<file path="config.mk">
export PLATFORM = sky130hd
export DESIGN_NAME = mdio_master
export DESIGN_NICKNAME = d
export VERILOG_FILES = /design/src/rtl/mdio_pkg.sv /design/src/rtl/mdio_clk_gen.sv /design/src/rtl/mdio_master.sv
export SDC_FILE = /design/constraint.sdc
export NUM_CORES = 1
export LEC_CHECK = 0
export ABC_CLOCK_PERIOD_IN_PS = 2300
export CORE_MARGIN = 4
export CORE_UTILIZATION = 40
export CTS_BUF_LIST = sky130_fd_sc_hd__clkbuf_8
export DETAILED_ROUTE_END_ITERATION = 10
export HOLD_SLACK_MARGIN = 0.02
export PLACE_DENSITY_LB_ADDON = 0.12
export SLEW_MARGIN = 15
export SYNTH_ARGS = -nofsm -noshare
export SYNTH_HDL_FRONTEND = slang
export SYNTH_SLANG_ARGS = --single-unit
export TNS_END_PERCENT = 20
</file>
<file path="constraint.sdc">
create_clock -name clock -period 2.3 [get_ports clock]
set_input_delay 0.575 -clock clock [delete_from_list [all_inputs] [get_ports clock]]
set_output_delay 0.575 -clock clock [all_outputs]
set_load 0.02 [all_outputs]
</file>
<file path="src/rtl/mdio_pkg.sv">
// Shared constants, FSM state type and frame builder for the Clause-22 MDIO master.
package mdio_pkg;

  localparam logic [1:0] MDIO_ST       = 2'b01;
  localparam logic [1:0] MDIO_OP_WRITE = 2'b01;
  localparam logic [1:0] MDIO_OP_READ  = 2'b10;
  localparam logic [1:0] MDIO_TA_WRITE = 2'b10;

  localparam int unsigned MDIO_FRAME_BITS    = 64;
  localparam int unsigned MDIO_PREAMBLE_BITS = 32;
  localparam int unsigned MDIO_DATA_START    = 48;

  typedef enum logic [2:0] {
    PHY_RST,
    PHY_WAIT,
    IDLE,
    SHIFT,
    DONE
  } mdio_state_t;

  // Read frames carry ones in the TA/data slots; those bits are released on the wire anyway.
  function automatic logic [63:0] mdio_build_frame(
    input logic        read,
    input logic [4:0]  phy_addr,
    input logic [4:0]  reg_addr,
    input logic [15:0] wdata
  );
    mdio_build_frame = {{MDIO_PREAMBLE_BITS{1'b1}}, MDIO_ST,
                        read ? MDIO_OP_READ : MDIO_OP_WRITE,
                        phy_addr, reg_addr,
                        read ? 2'b11 : MDIO_TA_WRITE,
                        read ? 16'hFFFF : wdata};
  endfunction

endpackage

</file>
<file path="src/rtl/mdio_clk_gen.sv">
// MDC generator: one bit period is CLK_DIV low cycles then CLK_DIV high cycles, strobes lead the pin by one cycle.
module mdio_clk_gen
  import mdio_pkg::*;
#(
  parameter int unsigned CLK_DIV = 50
) (
  input  logic clock,
  input  logic reset,
  input  logic en,
  output logic mdc,
  output logic fall_stb,
  output logic rise_stb
);

  localparam int unsigned PERIOD = 2 * CLK_DIV;
  localparam int unsigned CW     = $clog2(PERIOD);

  logic [CW-1:0] cnt;

  assign fall_stb = en && (cnt == '0);
  assign rise_stb = en && (cnt == CW'(CLK_DIV));

  always_ff @(posedge clock or negedge reset) begin
    if (!reset) begin
      cnt <= '0;
      mdc <= 1'b0;
    end else if (!en) begin
      cnt <= '0;
      mdc <= 1'b0;
    end else begin
      cnt <= (cnt == CW'(PERIOD - 1)) ? '0 : cnt + CW'(1);
      if (fall_stb)
        mdc <= 1'b0;
      else if (rise_stb)
        mdc <= 1'b1;
    end
  end

endmodule

</file>
<file path="src/rtl/mdio_master.sv">
// Clause-22 MDIO management master with PHY reset sequencing and a valid/ready command port.
module mdio_master
  import mdio_pkg::*;
#(
  parameter int unsigned CLK_DIV         = 50,
  parameter int unsigned PHY_RST_CYCLES  = 2000000,
  parameter int unsigned PHY_WAIT_CYCLES = 1000000
) (
  input  logic        clock,
  input  logic        reset,
  input  logic        cmd_valid,
  output logic        cmd_ready,
  input  logic        cmd_read,
  input  logic [4:0]  cmd_phy_addr,
  input  logic [4:0]  cmd_reg_addr,
  input  logic [15:0] cmd_wdata,
  output logic        rsp_valid,
  output logic [15:0] rsp_rdata,
  output logic        rsp_error,
  output logic        eth_mdc,
  output logic        eth_mdio_o,
  output logic        eth_mdio_t,
  input  logic        eth_mdio_i,
  output logic        eth_reset_n
);

  localparam logic [6:0] TA_START   = 7'(MDIO_DATA_START - 2);
  localparam logic [6:0] TA_ACK_CNT = 7'(MDIO_DATA_START);
  localparam logic [6:0] LAST_CNT   = 7'(MDIO_FRAME_BITS);

  mdio_state_t state, state_next;

  logic [31:0] cnt;
  logic [63:0] frame;
  logic        is_read;
  logic [6:0]  bit_cnt;
  logic [15:0] rd_shift;
  logic        ta_bad;
  logic        fall_stb, rise_stb;
  logic        frame_end;

  mdio_clk_gen #(.CLK_DIV(CLK_DIV)) u_clk_gen (
    .clock    (clock),
    .reset    (reset),
    .en       (state == SHIFT),
    .mdc      (eth_mdc),
    .fall_stb (fall_stb),
    .rise_stb (rise_stb)
  );

  assign cmd_ready = (state == IDLE);
  assign rsp_valid = (state == DONE);
  // bit_cnt counts bits already launched, so the fall after bit 63 sees all 64.
  assign frame_end = fall_stb && (bit_cnt == LAST_CNT);

  always_comb begin
    state_next = state;
    case (state)
      PHY_RST:  if (cnt == 32'(PHY_RST_CYCLES - 1))  state_next = PHY_WAIT;
      PHY_WAIT: if (cnt == 32'(PHY_WAIT_CYCLES - 1)) state_next = IDLE;
      IDLE:     if (cmd_valid)                        state_next = SHIFT;
      SHIFT:    if (frame_end)                        state_next = DONE;
      DONE:                                           state_next = IDLE;
      default:                                        state_next = PHY_RST;
    endcase
  end

  always_ff @(posedge clock or negedge reset) begin
    if (!reset) begin
      state       <= PHY_RST;
      cnt         <= '0;
      eth_reset_n <= 1'b0;
      eth_mdio_o  <= 1'b1;
      eth_mdio_t  <= 1'b1;
      rsp_rdata   <= '0;
      rsp_error   <= 1'b0;
      frame       <= '0;
      is_read     <= 1'b0;
      bit_cnt     <= '0;
      rd_shift    <= '0;
      ta_bad      <= 1'b0;
    end else begin
      state <= state_next;
      cnt   <= ((state == PHY_RST || state == PHY_WAIT) && state_next == state) ? cnt + 32'd1 : '0;
      if (state == PHY_RST && state_next == PHY_WAIT)
        eth_reset_n <= 1'b1;

      case (state)
        IDLE: begin
          if (cmd_valid) begin
            frame   <= mdio_build_frame(cmd_read, cmd_phy_addr, cmd_reg_addr, cmd_wdata);
            is_read <= cmd_read;
            bit_cnt <= '0;
          end
        end
        SHIFT: begin
          if (frame_end) begin
            eth_mdio_o <= 1'b1;
            eth_mdio_t <= 1'b1;
            if (is_read) begin
              rsp_rdata <= rd_shift;
              rsp_error <= ta_bad;
            end else begin
              rsp_error <= 1'b0;
            end
          end else if (fall_stb) begin
            eth_mdio_o <= frame[63];
            eth_mdio_t <= is_read && (bit_cnt >= TA_START);
            frame      <= {frame[62:0], 1'b1};
            bit_cnt    <= bit_cnt + 7'd1;
          end
          if (rise_stb) begin
            if (bit_cnt == TA_ACK_CNT)
              ta_bad <= eth_mdio_i;
            if (bit_cnt > TA_ACK_CNT)
              rd_shift <= {rd_shift[14:0], eth_mdio_i};
          end
        end
        default: ;
      endcase
    end
  end

endmodule

</file>
==> metrics list <==
* Final setup fails: 0
* Top Ports: 54
* Number of antenna violations at the first check in global routing: 0
* Global placement routability congestion: 0.777
- HPWL after detailed placement: 9340 um
- Subtracting the final worst setup slack from the clock period gives 2.18 ns.
- The worst setup path is captured at an output pin.
* Worst clock skew: 0.00924 ns
* Core Area: 0.0168 mm2
- The final layout contains 771 nets.
- Area share of the leading cell type in the synthesized netlist: 0.543
* Share of cells above drive strength 1: 0.139
- STA classifies the critical path startpoint as a flop.
* Worst ir drop on vdd: 0.000464 V
- After detailed routing, the total wire length is 14400 um.
* EDFF count, synth: 0
- The slowest stage of the critical path belongs to the cell sky130_fd_sc_hd__clkdlybuf4s50_1.
- The worst register-to-register path ends at rsp_rdata[7].
- Fin crit share: 0.946
* Reg-to-reg critical path startpoint: bit_cnt[3]
- Total power divided by cell area: 624 mW/mm2
- The tightest min-delay check is of the reg -> reg type.
- Input and output buffers added on the ports amount to 53.
- For this run, the register share of the synthesized area comes to 0.550.
- Syn avg cell area: 10.1 um2
- The synthesized netlist occupies a cell area of 0.00692 mm2.
- CTS HTree Levels: 4
- For flop-to-flop paths, the worst setup slack is 0.23 ns.
- Iteration count of the initial detailed-routing pass: 5
- Leakage dissipation: 3.43 nW
- Entering global routing, the biggest net connects 65 pins.
- R2r worst-path depth: 5
* Most used DFF post-synth: sky130_fd_sc_hd__dfrtp_1
- Counting instances, the worst hold path has a depth of 2.
- Setup TNS: 0 ns
- Leaving out filler cells and counting taps, the final layout contains 966.
- RSZ-0062 raised after global routing: false
* Post-synth cell types: 53
- Post-CTS timing repair inserted 0 buffers for setup.
- TritonCTS clock tree: built
* Die outline width: 139 um
* Slew at the pin closest to its max-slew limit: 0.661 ns
* Outcome: complete, no violations
- Worst-Skew Late Latency: 0.44 ns
- The layout has 1589 filler cells.
* Clock buffers created by TritonCTS: 17
- After synthesis the netlist holds a flip-flop and latch count of 152.
- CP delay by family, top: buffers and inverters
* Growth of design area from synthesis to finish: 18.9%
- Via total after detailed routing: 5043
- Cells along the critical path: clkdlybuf4s50_1
- Dominant cells by area after synthesis: sky130_fd_sc_hd__dfrtp_1, sky130_fd_sc_hd__mux2_2, sky130_fd_sc_hd__nor2_1, sky130_fd_sc_hd__nor3_1, sky130_fd_sc_hd__xor2_1
- sky130_fd_sc_hd__dfrtp_1 is the most common cell in the netlist.
* Number of routed nets with antenna violations: 0
- Mapped Nets: 720
- Via/cell ratio: 5.22
* DRC violations left: 0
* Hold-critical path endpoint: frame[7]
- Yosys printed 0 warnings.
- Fmax achieved: 459 MHz
* DIE AREA: 0.0195 mm2
* Biggest area consumer among synthesized cells: sky130_fd_sc_hd__dfrtp_1
* Required time of the critical path: 1.73 ns
* Post-layout power: 5.13 mW
- Via count of the first global-routing pass: 5065
- The number of slew-limit violations in the final report came to 0.
- Overall Global Routing Usage: 0.156
- The first routing iteration left 283 violations.
- The critical path is of the reg -> out type.
- Max-capacitance violation count: 0
* Master cell of the clock root buffer: sky130_fd_sc_hd__clkbuf_8
- Synthesis produced a netlist whose cell count is 682.
* Max Buffers Root-to-Sink: 2
- WL/cell: 14.9 um
- Counting tap cells, the placed design contains a total of 933 instances.
- Overall overflow remaining after global route: 0
- In this run the core area contains 47 standard-cell rows.
- After clock tree synthesis, the clock-pin slew on the worst setup and hold paths is 0.08 ns.
- Critical path peak fanout: 2
- On the worst path, the slowest cell contributes a delay of 0.61 ns.
* Relative max-transition margin: 0.560
- Height of the die: 139 um
- The repair_antennas step left the layout with diodes totalling 0.
* Hold wc startpoint: frame[7]
- Buffer and inverter count on the worst path: 1
* Clock Sink Count: 152
- Synth cell count leaders: sky130_fd_sc_hd__dfrtp_1, sky130_fd_sc_hd__nor2_1, sky130_fd_sc_hd__nor3_1
- The finished cells cover 0.00823 mm2.
- The number of hold-slack violations in the final timing report was 0.
- For this run, asynchronously set or reset flops after synthesis account for 1.00.
- Data on the critical path arrives at its endpoint at 1.60 ns.
* Wire length of the first global-routing pass: 25200 um
* Cell area after placement: 0.00775 mm2
- Initial cell density of the core: 0.413
[layout by cell type, fill, tap and decap left out, types with 4 or more instances in the layout]
cell type                         count
sky130_fd_sc_hd__buf_12               7
sky130_fd_sc_hd__xor2_1              28
sky130_fd_sc_hd__a31oi_1             11
sky130_fd_sc_hd__clkbuf_8            19
sky130_fd_sc_hd__nor4_1               9
sky130_fd_sc_hd__nor3_1              72
sky130_fd_sc_hd__nor2_1              99
sky130_fd_sc_hd__inv_1                9
sky130_fd_sc_hd__a21oi_1              4
sky130_fd_sc_hd__nand4_1             17
sky130_fd_sc_hd__bufinv_16            5
sky130_fd_sc_hd__xnor2_1             12
sky130_fd_sc_hd__and4_1               4
sky130_fd_sc_hd__clkdlybuf4s50_1     50
sky130_fd_sc_hd__ha_1                 7
sky130_fd_sc_hd__and3_1               6
sky130_fd_sc_hd__nand3_1             25
sky130_fd_sc_hd__o21ai_0             40
sky130_fd_sc_hd__dfrtp_1            149
sky130_fd_sc_hd__nand2_1             60
sky130_fd_sc_hd__buf_4               14
sky130_fd_sc_hd__mux2_2              34
sky130_fd_sc_hd__or3_1               17
[worst max path at each step]
| stage | start | to | cells after the start |
|---|---|---|---|
| 6_report | eth_mdio_o | eth_mdio_o | 1 |
| 5_1_grt | eth_mdio_o | eth_mdio_o | 1 |
| 4_1_cts | eth_mdio_o | eth_mdio_o | 1 |
| 3_5_place_dp | state[1] | cmd_ready | 2 |
| 3_3_place_gp | state[0] | cmd_ready | 2 |
| 2_1_floorplan | state[1] | frame[10] | 9 |
[cells by family after synthesis]
logic type / after synthesis / share of synthesized area
AND/OR/NAND/NOR: 330 / 0.234
XOR/XNOR: 40 / 0.0507
AO/OA/AOI/OAI: 68 / 0.0581
flip-flops: 152 / 0.550
buffers and inverters: 51 / 0.0385
adder cells (fa/ha/maj): 7 / 0.0127
multiplexers: 34 / 0.0554
[power by group]
part / internal [mW] / switching [mW] / total, mW
Sequential: 2.67 / 0.000490 / 2.67
Clock: 1.34 / 0.980 / 2.32
Combinational: 0.0652 / 0.0734 / 0.139
Total: 4.08 / 1.05 / 5.13
[layout make-up]
type / instances / area [um2] / share of cell area
Tap cell: 220 / 275 / 0.0335
Inverter: 8 / 30.0 / 0.00365
Multi-Input combinational cell: 479 / 2870 / 0.348
Timing Repair Buffer: 75 / 785 / 0.0954
Clock inverter: 13 / 200 / 0.0243
Sequential cell: 152 / 3810 / 0.463
Clock buffer: 19 / 262 / 0.0318
[flip-flops by register name (all words and copies together), names as in the netlist]
register	cells
bit_cnt	7
cnt	32
eth_mdio_o	1
eth_mdio_t	1
eth_reset_n	1
frame	64
is_read	1
rd_shift	16
rsp_error	1
rsp_rdata	16
state	3
ta_bad	1
u_clk_gen.cnt	7
u_clk_gen.mdc	1
[repair_timing]
| action | CTS | global route |
|---|---|---|
| gates resized for setup | 4 | 0 |
| hold buffers | 1 | 0 |
| hold endpoints to repair | 30 | 0 |
| setup endpoints to repair | 2 | 0 |
[through the flow]
step / util / hold slack (ns) / worst slack (ns)
after floorplan: - / 0.279 / 0.201
after global placement: 0.462 / 0.458 / 0.280
after detailed placement: 0.462 / 0.465 / 0.236
after CTS: 0.491 / 0.483 / 0.0690
after global routing: 0.491 / 0.522 / 0.0552
final: 0.491 / 0.478 / 0.123
[routing by layer]
metal,routed length (um),up-vias,GRT usage
met5,0,-,0
met4,178,0,0.0448
met3,691,17,0.0480
met2,6760,115,0.245
met1,6780,2462,0.210
li1,-,2449,-
(Power assumes the default switching activity.)
